[src/rtl/sobel_bus_ctrl_if.sv]
// Wishbone-style memory port shared by the Sobel bus sequencer and the memory.
// The master drives cycle, strobe and write enable; the slave returns acknowledge.
interface sobel_bus_ctrl_if;
    logic cyc;
    logic stb;
    logic we;
    logic ack;

    modport master (
        output cyc,
        output stb,
        output we,
        input  ack
    );

    modport slave (
        input  cyc,
        input  stb,
        input  we,
        output ack
    );
endinterface

[src/rtl/sobel_bus_ctrl.sv]
// Sobel frame sequencer: for each output word it reads prev/curr/next row words,
// hands off to the datapath, then writes the result word back over the memory bus.
module sobel_bus_ctrl #(
    parameter int unsigned WIDTH  = 640,
    parameter int unsigned HEIGHT = 480,
    parameter int unsigned CNT_W  = 19
) (
    input  logic               clk_i,
    input  logic               rst_i,
    input  logic               start_i,
    output logic               busy_o,
    output logic               done_o,
    sobel_bus_ctrl_if.master   bus,
    output logic               offset_reset,
    output logic               O_offset_cnt_en,
    output logic               D_offset_cnt_en,
    output logic               prev_row_load,
    output logic               curr_row_load,
    output logic               next_row_load,
    output logic               prev_latch_o,
    output logic               curr_latch_o,
    output logic               next_latch_o,
    output logic               calc_start_o,
    input  logic               calc_done_i
);

    localparam int unsigned Words = (WIDTH / 4) * (HEIGHT - 2);
    localparam logic [CNT_W-1:0] LastCnt = CNT_W'(Words - 1);

    typedef enum logic [2:0] {
        StIdle,
        StInit,
        StRdPrev,
        StRdCurr,
        StRdNext,
        StCalc,
        StWrite,
        StDone
    } state_e;

    state_e           state_q, state_d;
    logic [CNT_W-1:0] cnt_q, cnt_d;
    logic             calc_first_q, calc_first_d;
    logic             cyc, stb, we;

    always_ff @(posedge clk_i or posedge rst_i) begin
        if (rst_i) begin
            state_q      <= StIdle;
            cnt_q        <= '0;
            calc_first_q <= 1'b0;
        end else begin
            state_q      <= state_d;
            cnt_q        <= cnt_d;
            calc_first_q <= calc_first_d;
        end
    end

    // Bus and row-load outputs depend on state only, so the address stays put while stb is high.
    always_comb begin
        state_d         = state_q;
        cnt_d           = cnt_q;
        calc_first_d    = 1'b0;
        cyc             = 1'b0;
        stb             = 1'b0;
        we              = 1'b0;
        offset_reset    = 1'b0;
        O_offset_cnt_en = 1'b0;
        D_offset_cnt_en = 1'b0;
        prev_row_load   = 1'b0;
        curr_row_load   = 1'b0;
        next_row_load   = 1'b0;
        prev_latch_o    = 1'b0;
        curr_latch_o    = 1'b0;
        next_latch_o    = 1'b0;
        calc_start_o    = 1'b0;
        done_o          = 1'b0;

        unique case (state_q)
            StIdle: begin
                if (start_i) state_d = StInit;
            end
            StInit: begin
                offset_reset = 1'b1;
                cnt_d        = '0;
                state_d      = StRdPrev;
            end
            StRdPrev: begin
                cyc           = 1'b1;
                stb           = 1'b1;
                prev_row_load = 1'b1;
                if (bus.ack) begin
                    prev_latch_o = 1'b1;
                    state_d      = StRdCurr;
                end
            end
            StRdCurr: begin
                cyc           = 1'b1;
                stb           = 1'b1;
                curr_row_load = 1'b1;
                if (bus.ack) begin
                    curr_latch_o = 1'b1;
                    state_d      = StRdNext;
                end
            end
            StRdNext: begin
                cyc           = 1'b1;
                stb           = 1'b1;
                next_row_load = 1'b1;
                if (bus.ack) begin
                    next_latch_o    = 1'b1;
                    O_offset_cnt_en = 1'b1;
                    calc_first_d    = 1'b1;
                    state_d         = StCalc;
                end
            end
            StCalc: begin
                // calc_first_q marks the entry cycle so the start pulse is one cycle wide.
                calc_start_o = calc_first_q;
                if (calc_done_i) state_d = StWrite;
            end
            StWrite: begin
                cyc = 1'b1;
                stb = 1'b1;
                we  = 1'b1;
                if (bus.ack) begin
                    D_offset_cnt_en = 1'b1;
                    if (cnt_q == LastCnt) begin
                        state_d = StDone;
                    end else begin
                        cnt_d   = cnt_q + CNT_W'(1);
                        state_d = StRdPrev;
                    end
                end
            end
            StDone: begin
                done_o  = 1'b1;
                state_d = StIdle;
            end
            default: state_d = StIdle;
        endcase
    end

    assign busy_o  = (state_q != StIdle);
    assign bus.cyc = cyc;
    assign bus.stb = stb;
    assign bus.we  = we;

endmodule

[src/flat_wrapper.sv]
// flat-port wrapper written by rule: the top's interface ports become plain ports
module sobel_bus_ctrl_flat 
#(
    parameter int unsigned WIDTH  = 640,
    parameter int unsigned HEIGHT = 480,
    parameter int unsigned CNT_W  = 19
)
  (clk_i, rst_i, start_i, busy_o, done_o, offset_reset, O_offset_cnt_en, D_offset_cnt_en, prev_row_load, curr_row_load, next_row_load, prev_latch_o, curr_latch_o, next_latch_o, calc_start_o, calc_done_i, bus_cyc, bus_stb, bus_we, bus_ack);
  sobel_bus_ctrl_if bus_i ();
  input  logic clk_i;
  input  logic rst_i;
  input  logic start_i;
  output logic busy_o;
  output logic done_o;
  output logic offset_reset;
  output logic O_offset_cnt_en;
  output logic D_offset_cnt_en;
  output logic prev_row_load;
  output logic curr_row_load;
  output logic next_row_load;
  output logic prev_latch_o;
  output logic curr_latch_o;
  output logic next_latch_o;
  output logic calc_start_o;
  input  logic calc_done_i;
  output wire logic [$bits(bus_i.cyc)-1:0] bus_cyc;
  output wire logic [$bits(bus_i.stb)-1:0] bus_stb;
  output wire logic [$bits(bus_i.we)-1:0] bus_we;
  input wire logic [$bits(bus_i.ack)-1:0] bus_ack;
  assign bus_cyc = bus_i.cyc;
  assign bus_stb = bus_i.stb;
  assign bus_we = bus_i.we;
  assign bus_i.ack = bus_ack;
  sobel_bus_ctrl #(.WIDTH(WIDTH), .HEIGHT(HEIGHT), .CNT_W(CNT_W)) u_core (.clk_i(clk_i), .rst_i(rst_i), .start_i(start_i), .busy_o(busy_o), .done_o(done_o), .bus(bus_i), .offset_reset(offset_reset), .O_offset_cnt_en(O_offset_cnt_en), .D_offset_cnt_en(D_offset_cnt_en), .prev_row_load(prev_row_load), .curr_row_load(curr_row_load), .next_row_load(next_row_load), .prev_latch_o(prev_latch_o), .curr_latch_o(curr_latch_o), .next_latch_o(next_latch_o), .calc_start_o(calc_start_o), .calc_done_i(calc_done_i));
endmodule
[config.mk]
export PLATFORM = sky130hd
export DESIGN_NAME = sobel_bus_ctrl_flat
export DESIGN_NICKNAME = d
export VERILOG_FILES = /design/src/rtl/sobel_bus_ctrl_if.sv /design/src/rtl/sobel_bus_ctrl.sv /design/src/flat_wrapper.sv
export SDC_FILE = /design/constraint.sdc
export NUM_CORES = 1
export LEC_CHECK = 0
export ABC_AREA = 1
export BUFFER_PORTS_ARGS = -buffer_cell sky130_fd_sc_hd__buf_2
export CAP_MARGIN = 20
export CORE_ASPECT_RATIO = 0.5
export CORE_UTILIZATION = 60
export CTS_BUF_LIST = sky130_fd_sc_hd__clkbuf_4
export CTS_CLUSTER_DIAMETER = 30
export CTS_CLUSTER_SIZE = 14
export DETAILED_ROUTE_END_ITERATION = 7
export GPL_ROUTABILITY_DRIVEN = 0
export PLACE_DENSITY = 0.85
export SLEW_MARGIN = 30
export SYNTH_ARGS = -nofsm -noshare
export SYNTH_HDL_FRONTEND = slang
export SYNTH_SLANG_ARGS = --single-unit
export TNS_END_PERCENT = 30
[constraint.sdc]
create_clock -name clk_i -period 1.8 [get_ports clk_i]
set_clock_uncertainty 0.05 [all_clocks]
set_input_delay 0 -clock clk_i [delete_from_list [all_inputs] [get_ports clk_i]]
set_output_delay 0 -clock clk_i [all_outputs]
set_load 0.01 [all_outputs]
==> metrics.txt <==
Port Buf Inserts 19; DRC viols 0; Detailed Route WL ~3800 um; I/O pins 20; most frequent cells in the layout nand2_1 (86), nor2_1 (40), dfrtp_1 (23); CTS tree built; Simple-Gate Fraction of Synth Area 0.407; final core occ 0.769; GR Overflow Total 0; commonest non-fill, non-tap cell in the layout nand2_1; Die W ~76 um; max-slew violation count 0; Synth Instances between 200 and 250; Post-Synth XOR/XNOR Area 0.0644; max-cap violations 0; Clk Latency, worst-skew pair around 0.33 ns; antenna violations before repair 0; Routed Antenna Nets 0; syn_nets 255; synthesized area approximately 0.0016 mm^2; H-tree levels 1; Synthesis Warnings 0; gr usage total 0.301; largest net degree at the start of global routing 29; Worst slew margin 0.803; drt pass-1 iters 4; Comb pwr share 0.515; DRT iter0 DRCs 123; Internal Pwr Total 1.00 mW; kind of end point of the critical path flop; synthesized area per cell 6.66 um^2; setup bufs post-CTS 0; # rows 12; Clock power frac 0.147; startpoint types flop; unrepaired setup endpoints after global routing no; Via density 5.49; clk sink count 23; flops & latches, synth 23; post-synthesis sequential area ratio 0.353; final setup violation count 0; power share of the sequential group 0.338; area growth from synthesis to layout 12.6%; Netlist cell types 24; endpoints failing hold 0; P_leak between 0.8 and 0.9 nW; post-synthesis compound-gate area fraction 0.0521; Tmin final approximately 1.7 ns; Peak VDD IR around 0.62 mV; status completed; layout cells sized above 1 0.138; critical path fanouts, max 28; Sw Pwr 841 uW; Pwr Density 1000 mW/mm^2; final worst path period share 0.931; Critical Path AT 1.88 ns; global-route wire length before repair approximately 6200 um; largest family of logic cells by synthesized area simple AND/OR/NAND/NOR gates; ANT cells 0; multiplexer share of the synthesized area 0; DP Wirelength around 2800 um; vias in the first global route 1464; Core Area between 0.002 and 0.0025 mm^2; die height 38.9 um; initial core utilization 0.683; maximum clock rate just under 0.6 GHz; Via Count approximately 1.7k; Post-Synth Adder-Cell Area 0.0383; WL/cell about 12 um; CTS root buf clkbuf_4; crit path kind reg2reg; Max Buffers Root-to-Sink 2; sw frac 0.457; clock slew at reported path FFs 0.13 ns; Inserted Clock Buffers 3; worst hold path type in2reg; Nets 280; worst-margin pin slew roughly 0.29 ns; TNS Setup 0 ns; WP data required 2.00 ns; die area approximately 0.003 mm^2
[power by group through the flow]
stage / sequential, mW / clock, mW / combinational [mW]
finish: 0.622 / 0.271 / 0.947
global route: 0.626 / 0.290 / 1.06
CTS: 0.621 / 0.274 / 0.921
detailed placement: 0.632 / 0 / 0.913
global placement: 0.626 / 0 / 0.880
floorplan: 0.611 / 0 / 0.681
[Yosys cell counts]
library cell / instances / area [um^2]
nand3_2: 1 / 10.0
inv_2: 1 / 3.75
nand3_1: 17 / 85.1
o211ai_1: 1 / 7.51
or2_2: 1 / 6.26
nor2_1: 41 / 154
xnor2_1: 2 / 17.5
xor2_1: 10 / 87.6
buf_4: 2 / 15.0
nand3b_1: 2 / 15.0
buf_6: 2 / 22.5
nor2_2: 1 / 6.26
dfrtp_1: 23 / 576
ha_1: 5 / 62.6
nand2_1: 87 / 327
buf_2: 3 / 15.0
nor3_2: 2 / 20.0
clkbuf_1: 1 / 3.75
inv_1: 21 / 78.8
o21ai_0: 14 / 70.1
a22oi_1: 1 / 7.51
nor3_1: 2 / 10.0
nand4_1: 3 / 18.8
and2_1: 2 / 12.5
[through the flow]
step	worst slack (ns)	std cells	total power [mW]	hold slack, ns	area, um^2
after detailed placement	0.0885	297	1.54	-0.204	1770
after global routing	0.0222	304	1.98	0.104	1840
after floorplan	0.173	245	1.29	-0.0481	1630
after global placement	0.186	297	1.51	-0.208	1770
after CTS	0.0644	304	1.82	0.0480	1830
final	0.124	304	1.84	0.0515	1840
[routing by layer]
metal / wire length (um) / part of all wire / vias up / global-route usage
met5: 0 / 0 / - / 0
met4: 116 / 0.031 / 0 / 0.139
met3: 318 / 0.084 / 18 / 0.0938
met2: 1700 / 0.45 / 75 / 0.515
met1: 1650 / 0.44 / 766 / 0.352
li1: - / - / 809 / -
[final cells by class]
type / count / area [um^2]
clock buffer: 4 / 30.0
fill: 202 / 551
inverter: 22 / 82.6
multi-input combinational: 192 / 922
sequential: 23 / 576
tap: 35 / 43.8
timing repair buffer: 28 / 183
[cell families (layout without fill, tap and decap cells)]
| group | Yosys count | after routing |
|---|---|---|
| AOI/OAI and AO/OA | 16 | 16 |
| xor gates and xnor gates | 12 | 12 |
| adders and majority gates | 5 | 5 |
| buffers and inverters | 30 | 54 |
| DFF | 23 | 23 |
| and+or+nand+nor | 159 | 159 |
[what timing repair did]
action / 4_1_cts / 5_1_grt
hold endpoints to repair: 24 / 0
endpoints found under the setup margin: 0 / 18
resized for setup: 0 / 3
hold buffers: 3 / 0
[final timing paths]
kind / depth (start not counted) / to / startpoint / slack (ns)
min in group asynchronous: 4 / u_core.calc_first_q / rst_i / 0.56
max: 8 / u_core.cnt_q[15] / u_core.cnt_q[1] / 0.12
max in group asynchronous: 5 / u_core.cnt_q[13] / rst_i / 0.67
min reg2reg: 2 / u_core.cnt_q[1] / u_core.cnt_q[1] / 0.53
min: 4 / u_core.state_q[0] / calc_done_i / 0.05
max reg2reg: 8 / u_core.cnt_q[15] / u_core.cnt_q[1] / 0.12
[critical path, cell delays in order, from the launching register on]
cell     delay [ns]
dfrtp_1        0.42
ha_1           0.21
nand3_2        0.17
nor2_2         0.19
nand4_1        0.12
nand2_2        0.12
buf_12         0.17
nand2_1        0.06
o21ai_0        0.08
[flip-flops by register name, summed over array words and instances (netlist names)]
| signal | flops |
|---|---|
| u_core.cnt_q | 19 |
| u_core.state_q | 3 |
| u_core.calc_first_q | 1 |
(Power assumes the default switching activity.)
